$ cat src/rtl/bcd_pkg.sv
// bcd_pkg: shared BCD constants and the serial adder FSM state encoding
package bcd_pkg;
  localparam int BCD_DIGIT_W = 4;
  localparam logic [3:0] BCD_NINE = 4'd9;
  localparam logic [3:0] BCD_SIX = 4'd6;
  typedef enum logic [1:0] {ST_IDLE, ST_RUN, ST_DONE} state_e;
endpackage

$ cat src/rtl/bcd_digit_add.sv
// bcd_digit_add: one-digit BCD adder with >9 decimal correction
module bcd_digit_add
  import bcd_pkg::*;
(
  input  logic [3:0] a,
  input  logic [3:0] b,
  input  logic       ci,
  output logic [3:0] s,
  output logic       co
);
  logic [4:0] z;
  // binary sum, then add six when it exceeds nine (invalid digits follow the same rule)
  always_comb begin
    z = {1'b0, a} + {1'b0, b} + {4'd0, ci};
    co = z > 5'd9;
    s = co ? z[3:0] + BCD_SIX : z[3:0];
  end
endmodule

$ cat src/rtl/bcd_serial_add_ctrl.sv
// bcd_serial_add_ctrl: digit-serial BCD add/subtract, LSD first, one digit per clock
module bcd_serial_add_ctrl
  import bcd_pkg::*;
#(
  parameter int DIGITS = 4
) (
  input  logic                            clk,
  input  logic                            rst,
  input  logic                            in_valid,
  output logic                            in_ready,
  input  logic                            op_sub,
  input  logic [BCD_DIGIT_W*DIGITS-1:0]   a_bcd,
  input  logic [BCD_DIGIT_W*DIGITS-1:0]   b_bcd,
  output logic                            out_valid,
  input  logic                            out_ready,
  output logic [BCD_DIGIT_W*DIGITS-1:0]   sum_bcd,
  output logic                            carry_out,
  output logic                            err_digit,
  output logic                            busy
);
  localparam int W = BCD_DIGIT_W * DIGITS;
  localparam int IW = DIGITS > 1 ? $clog2(DIGITS) : 1;
  state_e state_q, state_d;
  logic [IW-1:0] idx_q, idx_d;
  logic [W-1:0] a_q, a_d, b_q, b_d, sum_q, sum_d, b_nine;
  logic carry_q, carry_d, err_q, err_d, err_in, dig_co;
  logic [3:0] dig_s;
  bcd_digit_add u_add (
    .a (a_q[idx_q*BCD_DIGIT_W +: BCD_DIGIT_W]),
    .b (b_q[idx_q*BCD_DIGIT_W +: BCD_DIGIT_W]),
    .ci(carry_q),
    .s (dig_s),
    .co(dig_co)
  );
  // per-digit 9's complement of B and detection of any non-decimal input digit
  always_comb begin
    b_nine = '0;
    err_in = 1'b0;
    for (int i = 0; i < DIGITS; i++) begin
      b_nine[i*BCD_DIGIT_W +: BCD_DIGIT_W] = BCD_NINE - b_bcd[i*BCD_DIGIT_W +: BCD_DIGIT_W];
      err_in = err_in | (a_bcd[i*BCD_DIGIT_W +: BCD_DIGIT_W] > BCD_NINE)
                      | (b_bcd[i*BCD_DIGIT_W +: BCD_DIGIT_W] > BCD_NINE);
    end
  end
  // next-state: latch on accept, one digit step per RUN cycle, release on consumer handshake
  always_comb begin
    state_d = state_q;
    idx_d = idx_q;
    a_d = a_q;
    b_d = b_q;
    sum_d = sum_q;
    carry_d = carry_q;
    err_d = err_q;
    case (state_q)
      ST_IDLE: if (in_valid) begin
        state_d = ST_RUN;
        a_d = a_bcd;
        b_d = op_sub ? b_nine : b_bcd;
        carry_d = op_sub;
        idx_d = '0;
        err_d = err_in;
      end
      ST_RUN: begin
        sum_d[idx_q*BCD_DIGIT_W +: BCD_DIGIT_W] = dig_s;
        carry_d = dig_co;
        idx_d = idx_q + IW'(1);
        state_d = idx_q == IW'(DIGITS - 1) ? ST_DONE : ST_RUN;
      end
      ST_DONE: state_d = out_ready ? ST_IDLE : ST_DONE;
      default: state_d = ST_IDLE;
    endcase
  end
  // state and datapath registers; reset discards any transaction in flight
  always_ff @(posedge clk or posedge rst) begin
    if (rst) begin
      state_q <= ST_IDLE;
      idx_q <= '0;
      a_q <= '0;
      b_q <= '0;
      sum_q <= '0;
      carry_q <= 1'b0;
      err_q <= 1'b0;
    end else begin
      state_q <= state_d;
      idx_q <= idx_d;
      a_q <= a_d;
      b_q <= b_d;
      sum_q <= sum_d;
      carry_q <= carry_d;
      err_q <= err_d;
    end
  end
  assign in_ready = state_q == ST_IDLE;
  assign out_valid = state_q == ST_DONE;
  assign busy = state_q != ST_IDLE;
  assign sum_bcd = sum_q;
  assign carry_out = carry_q;
  assign err_digit = err_q;
endmodule
$ cat config.mk
export PLATFORM = sky130hd
export DESIGN_NAME = bcd_serial_add_ctrl
export DESIGN_NICKNAME = d
export VERILOG_FILES = /design/src/rtl/bcd_pkg.sv /design/src/rtl/bcd_digit_add.sv /design/src/rtl/bcd_serial_add_ctrl.sv
export SDC_FILE = /design/constraint.sdc
export NUM_CORES = 1
export LEC_CHECK = 0
export ABC_CLOCK_PERIOD_IN_PS = 6600
export CAP_MARGIN = 20
export CORE_MARGIN = 1
export CORE_UTILIZATION = 43
export CTS_BUF_LIST = sky130_fd_sc_hd__clkbuf_4 sky130_fd_sc_hd__clkbuf_8
export DETAILED_ROUTE_END_ITERATION = 8
export GPL_TIMING_DRIVEN = 0
export HOLD_SLACK_MARGIN = 0.02
export PLACE_DENSITY = 0.71
export SETUP_SLACK_MARGIN = 0.02
export SYNTH_ARGS = -nofsm -noshare
export SYNTH_HDL_FRONTEND = slang
export SYNTH_SLANG_ARGS = --single-unit
export TNS_END_PERCENT = 20
$ cat constraint.sdc
create_clock -name clk -period 6.6 [get_ports clk]
set_input_delay 0.66 -clock clk [delete_from_list [all_inputs] [get_ports clk]]
set_output_delay 0.66 -clock clk [all_outputs]
set_load 0.05 [all_outputs]
==> out/qor.txt, run 1 <==
YOSYS
--------------------------------------------------------------------------------
Per-instance average area after synthesis                               11.0 µm²
Largest area contributor in the netlist                                  dfrtp_1
Number of different library cells in the post-synthesis netlist               38
Register bit total from synthesis                                             54
Synth top area cells                                                dfrtp_1 47%, mux2_2 7.8%, mux4_2 6.3%, ha_1 6.1%, nand2_1 3.4%
Top-area cell type share of the netlist area                               47.1%
Sequential-to-total area share from yosys stat                             47.1%
Count of mapped cells out of synthesis                                       261
Mapped Nets                                                                  314
Number of warning messages in the yosys log                                    0
Post-Syn Area                                                           2870 µm²

DETAILED ROUTING
--------------------------------------------------------------------------------
Number of DRC markers after the initial detailed-route iteration             123
Number of nets with antenna violations after detailed routing                  0
DRC errors left                                                                0
Per-cell routed wire length                                              15.2 µm
Number of vias per cell after detailed routing                              5.34
Drt first pass iters                                                           4
Total number of vias                                                       2,156
Total Routed Length                                                      6.12 mm

HOLD PATH
--------------------------------------------------------------------------------
Hold Path Class                                                     register to register

FINISH
--------------------------------------------------------------------------------
Number of antenna repair diodes                                                0
Area growth from synthesis to layout                                       27.9%
Layout net count                                                             379
Fraction of final layout cells with drive strength greater than 1          14.7%

FLOORPLAN
--------------------------------------------------------------------------------
CORE AREA                                                               6390 µm²
I/O pin total                                                                 58
Die Outline Area                                                        7010 µm²
Rows                                                                          29
Die Span Y                                                               83.7 µm
Width of the chip                                                        83.7 µm
Effective utilization at floorplan                                         45.0%

STA
--------------------------------------------------------------------------------
TNS Setup                                                                   0 ps
Worst slew margin relative to its limit                                    53.4%
Worst hold slack across all endpoints                                     491 ps
Setup repair after global routing missed its margin                        false
Worst-case clock skew                                                    10.4 ps
Final Max Slew Viols                                                           0
Achievable clock frequency                                               237 MHz
Fin crit period                                                          4220 ps
Transition time at the pin with the least slew margin                     699 ps
Number of endpoints failing setup at the final stage                           0
Count of endpoints failing hold in the final timing report                     0
Period Utilization, post-route                                             64.0%

PLACED DESIGN
--------------------------------------------------------------------------------
Last weighted congestion value of the routability-driven placer            0.774
Detailed placer's ending HPWL                                            4.67 mm
Count of buffers inserted at the top-level ports                              57

CRITICAL PATH
--------------------------------------------------------------------------------
Endpoint class of the critical path                                     register
Slowest stage cell, crit path                                             mux4_2
Startpoint types                                                        register
Highest fanout seen on the critical path                                      10
Crit path arrival time                                                   4410 ps
Cell repeated most along the worst path                                     fa_1
Max stage delay on crit path                                              590 ps
Top Family by Delay on Critical Path                                 adder cells
Kind of critical path                                               register to register
Required time worst endpoint                                             6790 ps
Ordered cell list for the critical path                             buf_2, mux4_2, fa_1, fa_1, xnor2_1, ha_1, nor2b_1, a31oi_1, and4b_4, a311oi_4, o21ai_1
Buffering stage count on the worst path with inverters included                1

CTS
--------------------------------------------------------------------------------
TritonCTS clock tree                                                         yes
Library cell used as clock root buffer                                  clkbuf_8
Max H-tree Level                                                               2
Clock-pin slew on the worst setup and hold paths                          100 ps
Inserted Clock Buffers                                                         5
Number of hold buffers added after cts                                         0
Clock sink total                                                              54
CTS max path bufs                                                              2
Post-CTS setup buffer count                                                    0
Clock latency on the worst-skew pair                                      310 ps
Gates resized, CTS repair                                                      0

FLOW RUN
--------------------------------------------------------------------------------
Number of max-cap violations                                                   0

GRT
--------------------------------------------------------------------------------
Number of antenna violations at the first check in global routing              0
Vias in the first global route                                             2,246
First-pass GRT wire length                                               10.8 mm
Largest net degree at the start of global routing                             34
Leftover overflow at the end of global routing                                 0
Aggregate global-route resource usage                                      19.1%

RUN STATUS
--------------------------------------------------------------------------------
Outcome                                                             complete, no violations

worst reg2reg max path: stages (launching register included):
cell,delay [ps]
dfrtp_1,560
buf_2,370
mux4_2,590
fa_1,470
fa_1,440
xnor2_1,310
ha_1,250
nor2b_1,300
a31oi_1,110
and4b_4,210
a311oi_4,370
o21ai_1,130
logic make-up (layout without fill, tap and decap cells):
group           Yosys count  count (layout)  synth area share, %
buf+inv                  27              93                 3.75
mux                      34              34                 16.2
simple gates             67              67                 11.1
xor+xnor                  9               9                 2.74
fa+ha+maj                16              16                 7.49
flops                    54              54                 47.1
compound gates           54              54                 11.6
layout make-up:
| cell class | instances | area [µm²] |
|---|---|---|
| buffer | 10 | 43.8 |
| clock buffer | 6 | 76.3 |
| clock inverter | 2 | 37.5 |
| fill | 593 | 2710 |
| inverter | 17 | 63.8 |
| multi-input combinational | 180 | 1410 |
| sequential | 54 | 1350 |
| tap | 77 | 96.3 |
| timing repair buffer | 58 | 591 |
registers in the layout, summed over array words and instances, names as in the netlist:
| register | flops |
|---|---|
| state_q | 2 |
| a_q | 16 |
| err_digit | 1 |
| idx_q | 2 |
| carry_out | 1 |
| sum_bcd | 16 |
| b_q | 16 |
path summary, 6_finish.rpt:
path	from	to	slack (ps)	depth (start not counted)
worst min-delay path	sum_bcd[0]	sum_bcd[0]	490	2
worst max register to register	idx_q[0]	sum_bcd[14]	2380	11
worst max-delay path	idx_q[0]	sum_bcd[14]	2380	11
min in group asynchronous	rst	sum_bcd[1]	690	2
worst min register to register	sum_bcd[0]	sum_bcd[0]	490	2
max in group asynchronous	rst	b_q[9]	5360	3
per-layer routing:
| layer | GRT usage [%] | up-vias | part of all wire (%) |
|---|---|---|---|
| met2 | 33.2 | 57 | 49 |
| met4 | 4.62 | 0 | 1.2 |
| li1 | - | 1047 | - |
| met3 | 3.26 | 7 | 3.7 |
| met1 | 24.8 | 1045 | 46 |
| met5 | 0 | - | 0 |
through the flow:
stage | instance area [µm²] | utilization [%] | instances | setup WS [ps]
final | 3670 | 57.5 | 404 | 2380
after global routing | 3670 | 57.5 | 404 | 2090
after CTS | 3670 | 57.5 | 404 | 2340
after detailed placement | 3560 | 55.7 | 396 | 2380
after global placement | 3540 | 55.4 | 395 | 2490
after floorplan | 2870 | - | 261 | 2910
cells in the mapped netlist:
master and instances:
a21o_1 2, a21oi_1 17, a21oi_2 1, a221o_1 1, a22o_1 1, a311oi_4 1, a31oi_1 1, a41o_1 1
and2_1 2, and3_1 1, and3_4 1, and4b_4 1, buf_1 2, buf_2 5, clkbuf_1 3, dfrtp_1 54
fa_1 2, ha_1 14, inv_1 17, mux2_2 20, mux2i_1 6, mux4_2 8, nand2_1 26, nand2b_1 1
nand3_1 2, nand3b_1 1, nand4_1 4, nor2_1 21, nor2b_1 3, nor3_1 1, nor3b_1 2, o21ai_0 14
o21ai_1 8, o311ai_0 1, o31ai_1 6, or3_4 1, xnor2_1 5, xor2_1 4
placed cells by master (no fill, tap or decap), types with 8 or more instances in the layout:
cell type and count:
inv_1 16, o21ai_0 14, a21oi_1 17, nand2_1 26
mux4_2 8, ha_1 14, clkdlybuf4s50_1 57, nor2_1 21
dfrtp_1 54, mux2_2 20, o21ai_1 8
Power of run 1 is left out: the tool's default activity adds up to more than one toggle a clock period on the data nets, which glitch-free logic cannot reach.
==> inputs of run 2 (changes only) <==
Settings changed: ABC_CLOCK_PERIOD_IN_PS 6600 to 4100.
Clock period 6.6 ns to 4.1 ns, I/O delays scaled along.
==> run 2 against run 1 <==
  * Cell count up 0.50%
  * Setup slack got worse by 2000 ps
  * Fmax rose by 12%
  * Clock skew fell by 0.61 ps
  * Sequential share of layout area shrank 0.23 points
  * Critical endpoint unchanged
==> out/qor.txt, run 2 (synthesized netlist as in run 1, its figures left out) <==
GRT
--------------------------------------------------------------------------------
Aggregate global-route resource usage                                      19.1%   unchanged
Leftover overflow at the end of global routing                                 0   unchanged
Largest net degree at the start of global routing                             34   unchanged
Number of antenna violations at the first check in global routing              0   unchanged
First-pass GRT wire length                                               10.8 mm   unchanged
Vias in the first global route                                             2,246   unchanged

CTS
--------------------------------------------------------------------------------
Number of hold buffers added after cts                                         0   unchanged
TritonCTS clock tree                                                         yes   unchanged
Inserted Clock Buffers                                                         5   unchanged
Clock latency on the worst-skew pair                                      310 ps   about the same
Library cell used as clock root buffer                                  clkbuf_8   unchanged
CTS max path bufs                                                              2   unchanged
Clock-pin slew on the worst setup and hold paths                          100 ps   about the same
Clock sink total                                                              54   unchanged
Max H-tree Level                                                               2   unchanged

CRITICAL PATH
--------------------------------------------------------------------------------
Reg2Reg Capture Point                                                sum_bcd[14]   unchanged
Crit path arrival time                                                   3950 ps   was 4410 ps
Startpoint types                                                        register   unchanged
Ordered cell list for the critical path                             buf_6, mux4_2, fa_1, fa_1, xnor2_1, ha_1, nor2b_2, nor3b_1, a21oi_1, a311oi_4, o21ai_1   was buf_2, mux4_2, fa_1, fa_1, xnor2_1, ha_1, nor2b_1, a31oi_1, and4b_4, a311oi_4, o21ai_1
Max stage delay on crit path                                              550 ps   was 590 ps
Slowest stage cell, crit path                                             mux4_2   unchanged
Register-to-Register Setup Slack                                          340 ps   was 2380 ps
Required time worst endpoint                                             4290 ps   was 6790 ps
Highest fanout seen on the critical path                                      10   unchanged
Launching point of the worst reg2reg path                               idx_q[0]   unchanged
Kind of critical path                                               register to register   unchanged
Cell repeated most along the worst path                                     fa_1   unchanged
Path depth of the worst reg2reg path                                          11   unchanged
Endpoint class of the critical path                                     register   unchanged

STA
--------------------------------------------------------------------------------
Period Utilization, post-route                                             91.6%   was 64.0%
Fin crit period                                                          3760 ps   was 4220 ps
Count of endpoints failing hold in the final timing report                     0   unchanged
Number of endpoints failing setup at the final stage                           0   unchanged
Transition time at the pin with the least slew margin                     698 ps   was 699 ps
Worst-case clock skew                                                    9.76 ps   was 10.4 ps
TNS Setup                                                                   0 ps   unchanged
Final Max Slew Viols                                                           0   unchanged
Setup repair after global routing missed its margin                        false   unchanged
Worst slew margin relative to its limit                                    53.5%   was 53.4%
Worst hold slack across all endpoints                                     443 ps   was 491 ps
Achievable clock frequency                                               266 MHz   was 237 MHz

FLOORPLAN
--------------------------------------------------------------------------------
Die Span Y                                                               83.7 µm   unchanged
Width of the chip                                                        83.7 µm   unchanged
Rows                                                                          29   unchanged
Effective utilization at floorplan                                         45.0%   unchanged
Die Outline Area                                                        7010 µm²   unchanged
I/O pin total                                                                 58   unchanged
CORE AREA                                                               6390 µm²   unchanged

FINISH
--------------------------------------------------------------------------------
Most common cell after layout, fill and taps aside                  clkdlybuf4s50_1   unchanged
Number of antenna repair diodes                                                0   unchanged
Fraction of final layout cells with drive strength greater than 1          16.1%   was 14.7%
Layout net count                                                             381   was 379
Area growth from synthesis to layout                                       28.8%   was 27.9%
Most used cells in the layout excluding fill and tap cells          57 x clkdlybuf4s50_1, 53 x dfrtp_1, 26 x nand2_1   was 57 x clkdlybuf4s50_1, 54 x dfrtp_1, 26 x nand2_1
Fill cell instance count of the final layout                                 591   was 593
Post-Layout Cell Count                                                       406   was 404

PLACED DESIGN
--------------------------------------------------------------------------------
Count of buffers inserted at the top-level ports                              57   unchanged
Last weighted congestion value of the routability-driven placer            0.774   unchanged
Detailed placer's ending HPWL                                            4.67 mm   unchanged
Placed cells                                                                 396   unchanged

HOLD PATH
--------------------------------------------------------------------------------
Hold Path Class                                                     input pin to async pin   was register to register

DETAILED ROUTING
--------------------------------------------------------------------------------
Drt first pass iters                                                           4   unchanged
Total Routed Length                                                      6.15 mm   was 6.12 mm
Number of DRC markers after the initial detailed-route iteration              80   was 123
DRC errors left                                                                0   unchanged
Number of nets with antenna violations after detailed routing                  0   unchanged
Number of vias per cell after detailed routing                              5.39   was 5.34
Total number of vias                                                       2,188   was 2,156
Per-cell routed wire length                                              15.1 µm   was 15.2 µm

RUN STATUS
--------------------------------------------------------------------------------
Outcome                                                             complete, no violations   unchanged

FLOW RUN
--------------------------------------------------------------------------------
Number of max-cap violations                                                   0   unchanged

run 2: cell type report:
class | count | area, µm² | area share [%]
Multi-Input combinational cell | 180 | 1420 | 38.3
Inverter | 17 | 63.8 | 1.73
Sequential cell | 54 | 1350 | 36.6
Clock buffer | 6 | 76.3 | 2.06
Buffer | 10 | 51.3 | 1.39
Tap cell | 77 | 96.3 | 2.60
Clock inverter | 2 | 37.5 | 1.01
Timing Repair Buffer | 60 | 606 | 16.4
run 2: worst max-delay path: cells and delay by family, from the launching register on:
family | cells | cell delay, ps
XOR/XNOR | 1 | 200
adder cells (fa/ha/maj) | 3 | 1160
AO/OA/AOI/OAI | 3 | 700
multiplexers | 1 | 550
buffers and inverters | 1 | 170
AND/OR/NAND/NOR | 2 | 460
flip-flops | 1 | 390
run 2: what timing repair did:
| item | CTS | global route |
|---|---|---|
| gates resized for setup | 2 | 5 |
| buffers inserted | 0 | 2 |
| endpoints found under the setup margin | 4 | 7 |
run 2: worst max path at each step:
stage,startpoint,endpoint
2_1_floorplan,idx_q[0],sum_bcd[10]
3_3_place_gp,idx_q[0],sum_bcd[6]
3_5_place_dp,idx_q[0],sum_bcd[14]
4_1_cts,idx_q[1],sum_bcd[14]
5_1_grt,idx_q[0],sum_bcd[6]
6_report,idx_q[0],sum_bcd[14]
run 2: per-layer routing:
layer / up-vias / share of wire, % / GRT usage [%]
li1: 1051 / - / -
met1: 1062 / 45 / 24.8
met2: 68 / 49 / 33.2
met3: 7 / 4.4 / 3.26
met4: 0 / 1.2 / 4.62
met5: - / 0 / 0
run 2: metrics by stage:
stage                     setup slack (ps)  area (µm²)  util (%)
after floorplan                        408        2870         -
after global placement               -11.8        3540      55.4
after detailed placement              -122        3560      55.7
after CTS                             54.8        3680      57.6
after global routing                   141        3700      57.9
final                                  344        3700      57.9
Power of run 2 is left out for the same reason.
==> inputs of run 3 (changes only) <==
Settings changed: CAP_MARGIN 20 to unset, CTS_BUF_LIST sky130_fd_sc_hd__clkbuf_4 sky130_fd_sc_hd__clkbuf_8 to sky130_fd_sc_hd__clkbuf_4, PLACE_DENSITY 0.71 to 0.8.
==> run 3 against run 2 <==
  * Via count rose by 0.37%
  * Cell count rose by 0.25%
  * Cell area fell by 1.5%
  * Routed wire length fell by 1.5%
  * Critical path depth did not move
  * Largest cell class unchanged
  * Register-to-register slack got worse by 160 ps
  * First-iteration DRC count rose by 59%
==> out/qor.txt, run 3 (synthesized netlist as in run 1, its figures left out) <==
RUN STATUS
--------------------------------------------------------------------------------
Outcome                                                             complete, no violations   unchanged

CRITICAL PATH
--------------------------------------------------------------------------------
Endpoint class of the critical path                                     register   unchanged
Crit path arrival time                                                   4180 ps   was 3950 ps
Path depth of the worst reg2reg path                                          11   unchanged
Highest fanout seen on the critical path                                      10   unchanged
Startpoint types                                                        register   unchanged
Kind of critical path                                               register to register   unchanged
Launching point of the worst reg2reg path                               idx_q[0]   unchanged
Required time worst endpoint                                             4360 ps   was 4290 ps
Register-to-Register Setup Slack                                          180 ps   was 340 ps
Reg2Reg Capture Point                                                sum_bcd[14]   unchanged

DETAILED ROUTING
--------------------------------------------------------------------------------
Number of vias per cell after detailed routing                              5.40   was 5.39
Number of DRC markers after the initial detailed-route iteration             127   was 80
Number of nets with antenna violations after detailed routing                  0   unchanged
Total Routed Length                                                      6.06 mm   was 6.15 mm
DRC errors left                                                                0   unchanged
Per-cell routed wire length                                              14.9 µm   was 15.1 µm
Total number of vias                                                       2,196   was 2,188
Drt first pass iters                                                           4   unchanged

PLACED DESIGN
--------------------------------------------------------------------------------
Count of buffers inserted at the top-level ports                              57   unchanged
Detailed placer's ending HPWL                                            4.65 mm   was 4.67 mm
Cell Area, Placed                                                       3560 µm²   unchanged
Last weighted congestion value of the routability-driven placer            0.811   was 0.774

HOLD PATH
--------------------------------------------------------------------------------
Hold Path Class                                                     input pin to async pin   unchanged

STA
--------------------------------------------------------------------------------
Transition time at the pin with the least slew margin                     673 ps   was 698 ps
Final Max Slew Viols                                                           0   unchanged
Count of endpoints failing hold in the final timing report                     0   unchanged
Achievable clock frequency                                               255 MHz   was 266 MHz
Number of endpoints failing setup at the final stage                           0   unchanged
Fin crit period                                                          3920 ps   was 3760 ps
Setup repair after global routing missed its margin                        false   unchanged
Worst-case clock skew                                                    11.6 ps   was 9.76 ps
Period Utilization, post-route                                             95.5%   was 91.6%
Worst slew margin relative to its limit                                    55.1%   was 53.5%

FLOORPLAN
--------------------------------------------------------------------------------
CORE AREA                                                               6390 µm²   unchanged
I/O pin total                                                                 58   unchanged
Rows                                                                          29   unchanged
Effective utilization at floorplan                                         45.0%   unchanged
Die Outline Area                                                        7010 µm²   unchanged
Width of the chip                                                        83.7 µm   unchanged
Die Span Y                                                               83.7 µm   unchanged

CTS
--------------------------------------------------------------------------------
CTS max path bufs                                                              2   unchanged
Clock sink total                                                              54   unchanged
Clock latency on the worst-skew pair                                      380 ps   was 310 ps
TritonCTS clock tree                                                         yes   unchanged
Library cell used as clock root buffer                                  clkbuf_4   was clkbuf_8
Max H-tree Level                                                               2   unchanged
Clock-pin slew on the worst setup and hold paths                          150 ps   was 100 ps
Inserted Clock Buffers                                                         5   unchanged

FINISH
--------------------------------------------------------------------------------
Cell area after layout                                                  3640 µm²   was 3700 µm²
Most common cell after layout, fill and taps aside                  clkdlybuf4s50_1   unchanged
Most used cells in the layout excluding fill and tap cells          57 x clkdlybuf4s50_1, 53 x dfrtp_1, 26 x nand2_1   unchanged
Area growth from synthesis to layout                                       26.9%   was 28.8%
Fraction of final layout cells with drive strength greater than 1          15.8%   was 16.1%
Number of antenna repair diodes                                                0   unchanged
Fill cell instance count of the final layout                                 553   was 591
Final Util                                                                 57.1%   was 57.9%
Layout net count                                                             382   was 381

GRT
--------------------------------------------------------------------------------
Leftover overflow at the end of global routing                                 0   unchanged
Number of antenna violations at the first check in global routing              0   unchanged
Aggregate global-route resource usage                                      18.9%   was 19.1%
Vias in the first global route                                             2,208   was 2,246
First-pass GRT wire length                                               10.4 mm   was 10.8 mm
Largest net degree at the start of global routing                             44   was 34

FLOW RUN
--------------------------------------------------------------------------------
Number of max-cap violations                                                   0   unchanged

-- run 3: changes by cell type in the layout (fill, tap and decap cells not counted) --
cell        previous run  this run
nor2b_2                1         0
o311ai_0               0         1
nor2b_1                2         3
buf_4                  2         3
clkinv_1               0         1
clkbuf_8               5         0
clkinvlp_4             1         0
o311ai_1               1         0
clkbuf_4               1         6
buf_2                  4         5
clkbuf_2               1         0
bufinv_16              1         0
clkinv_2               0         1
-- run 3: what timing repair did --
item,4_1_cts,5_1_grt
setup buffers,0,3
gates resized for setup,3,2
endpoints found under the setup margin,4,4
hold buffers,0,0
hold endpoints to repair,0,0
-- run 3: worst max path at each step --
stage,from,to,slack (ps),cells after the start
floorplan,idx_q[0],sum_bcd[10],410,11
global placement,idx_q[0],sum_bcd[6],7,11
detailed placement,idx_q[0],sum_bcd[14],-150,11
CTS,idx_q[0],sum_bcd[14],30,11
global route,idx_q[0],sum_bcd[14],30,11
finish,idx_q[0],sum_bcd[14],180,11
-- run 3: routing by layer --
layer  wire, µm  vias up  track usage (%)
met5          0        -                0
met4        108        0             7.40
met3        245       12             4.15
met2       3000       55             30.6
met1       2710     1077             24.9
li1           -     1052                -
-- run 3: area by class of cell --
cell class	count	area (µm²)	area share, %
Clock buffer	6	45.0	1.24
Sequential cell	54	1350	37.1
Timing Repair Buffer	61	613	16.8
Tap cell	77	96.3	2.64
Multi-Input combinational cell	180	1410	38.8
Buffer	10	51.3	1.41
Clock inverter	2	8.76	0.240
Inverter	17	63.8	1.75
-- run 3: worst max-delay path, cell delays in order (launching register included) --
cell,delay (ps)
dfrtp_2,420
buf_6,180
mux4_2,550
fa_1,460
fa_1,440
xnor2_1,200
ha_1,250
nor2b_1,180
o311ai_0,400
o31ai_1,200
a311oi_4,400
o21ai_1,130
-- run 3: through the flow --
stage | setup TNS, ps | cells | setup slack, ps | hold WS (ps)
final | 0 | 407 | 183 | 270
after global routing | 0 | 407 | 27.7 | 261
after CTS | 0 | 404 | 30.1 | 270
after detailed placement | -556 | 396 | -145 | 470
after global placement | 0 | 395 | 6.72 | 462
after floorplan | 0 | 261 | 408 | 453
Power of run 3 is left out for the same reason.
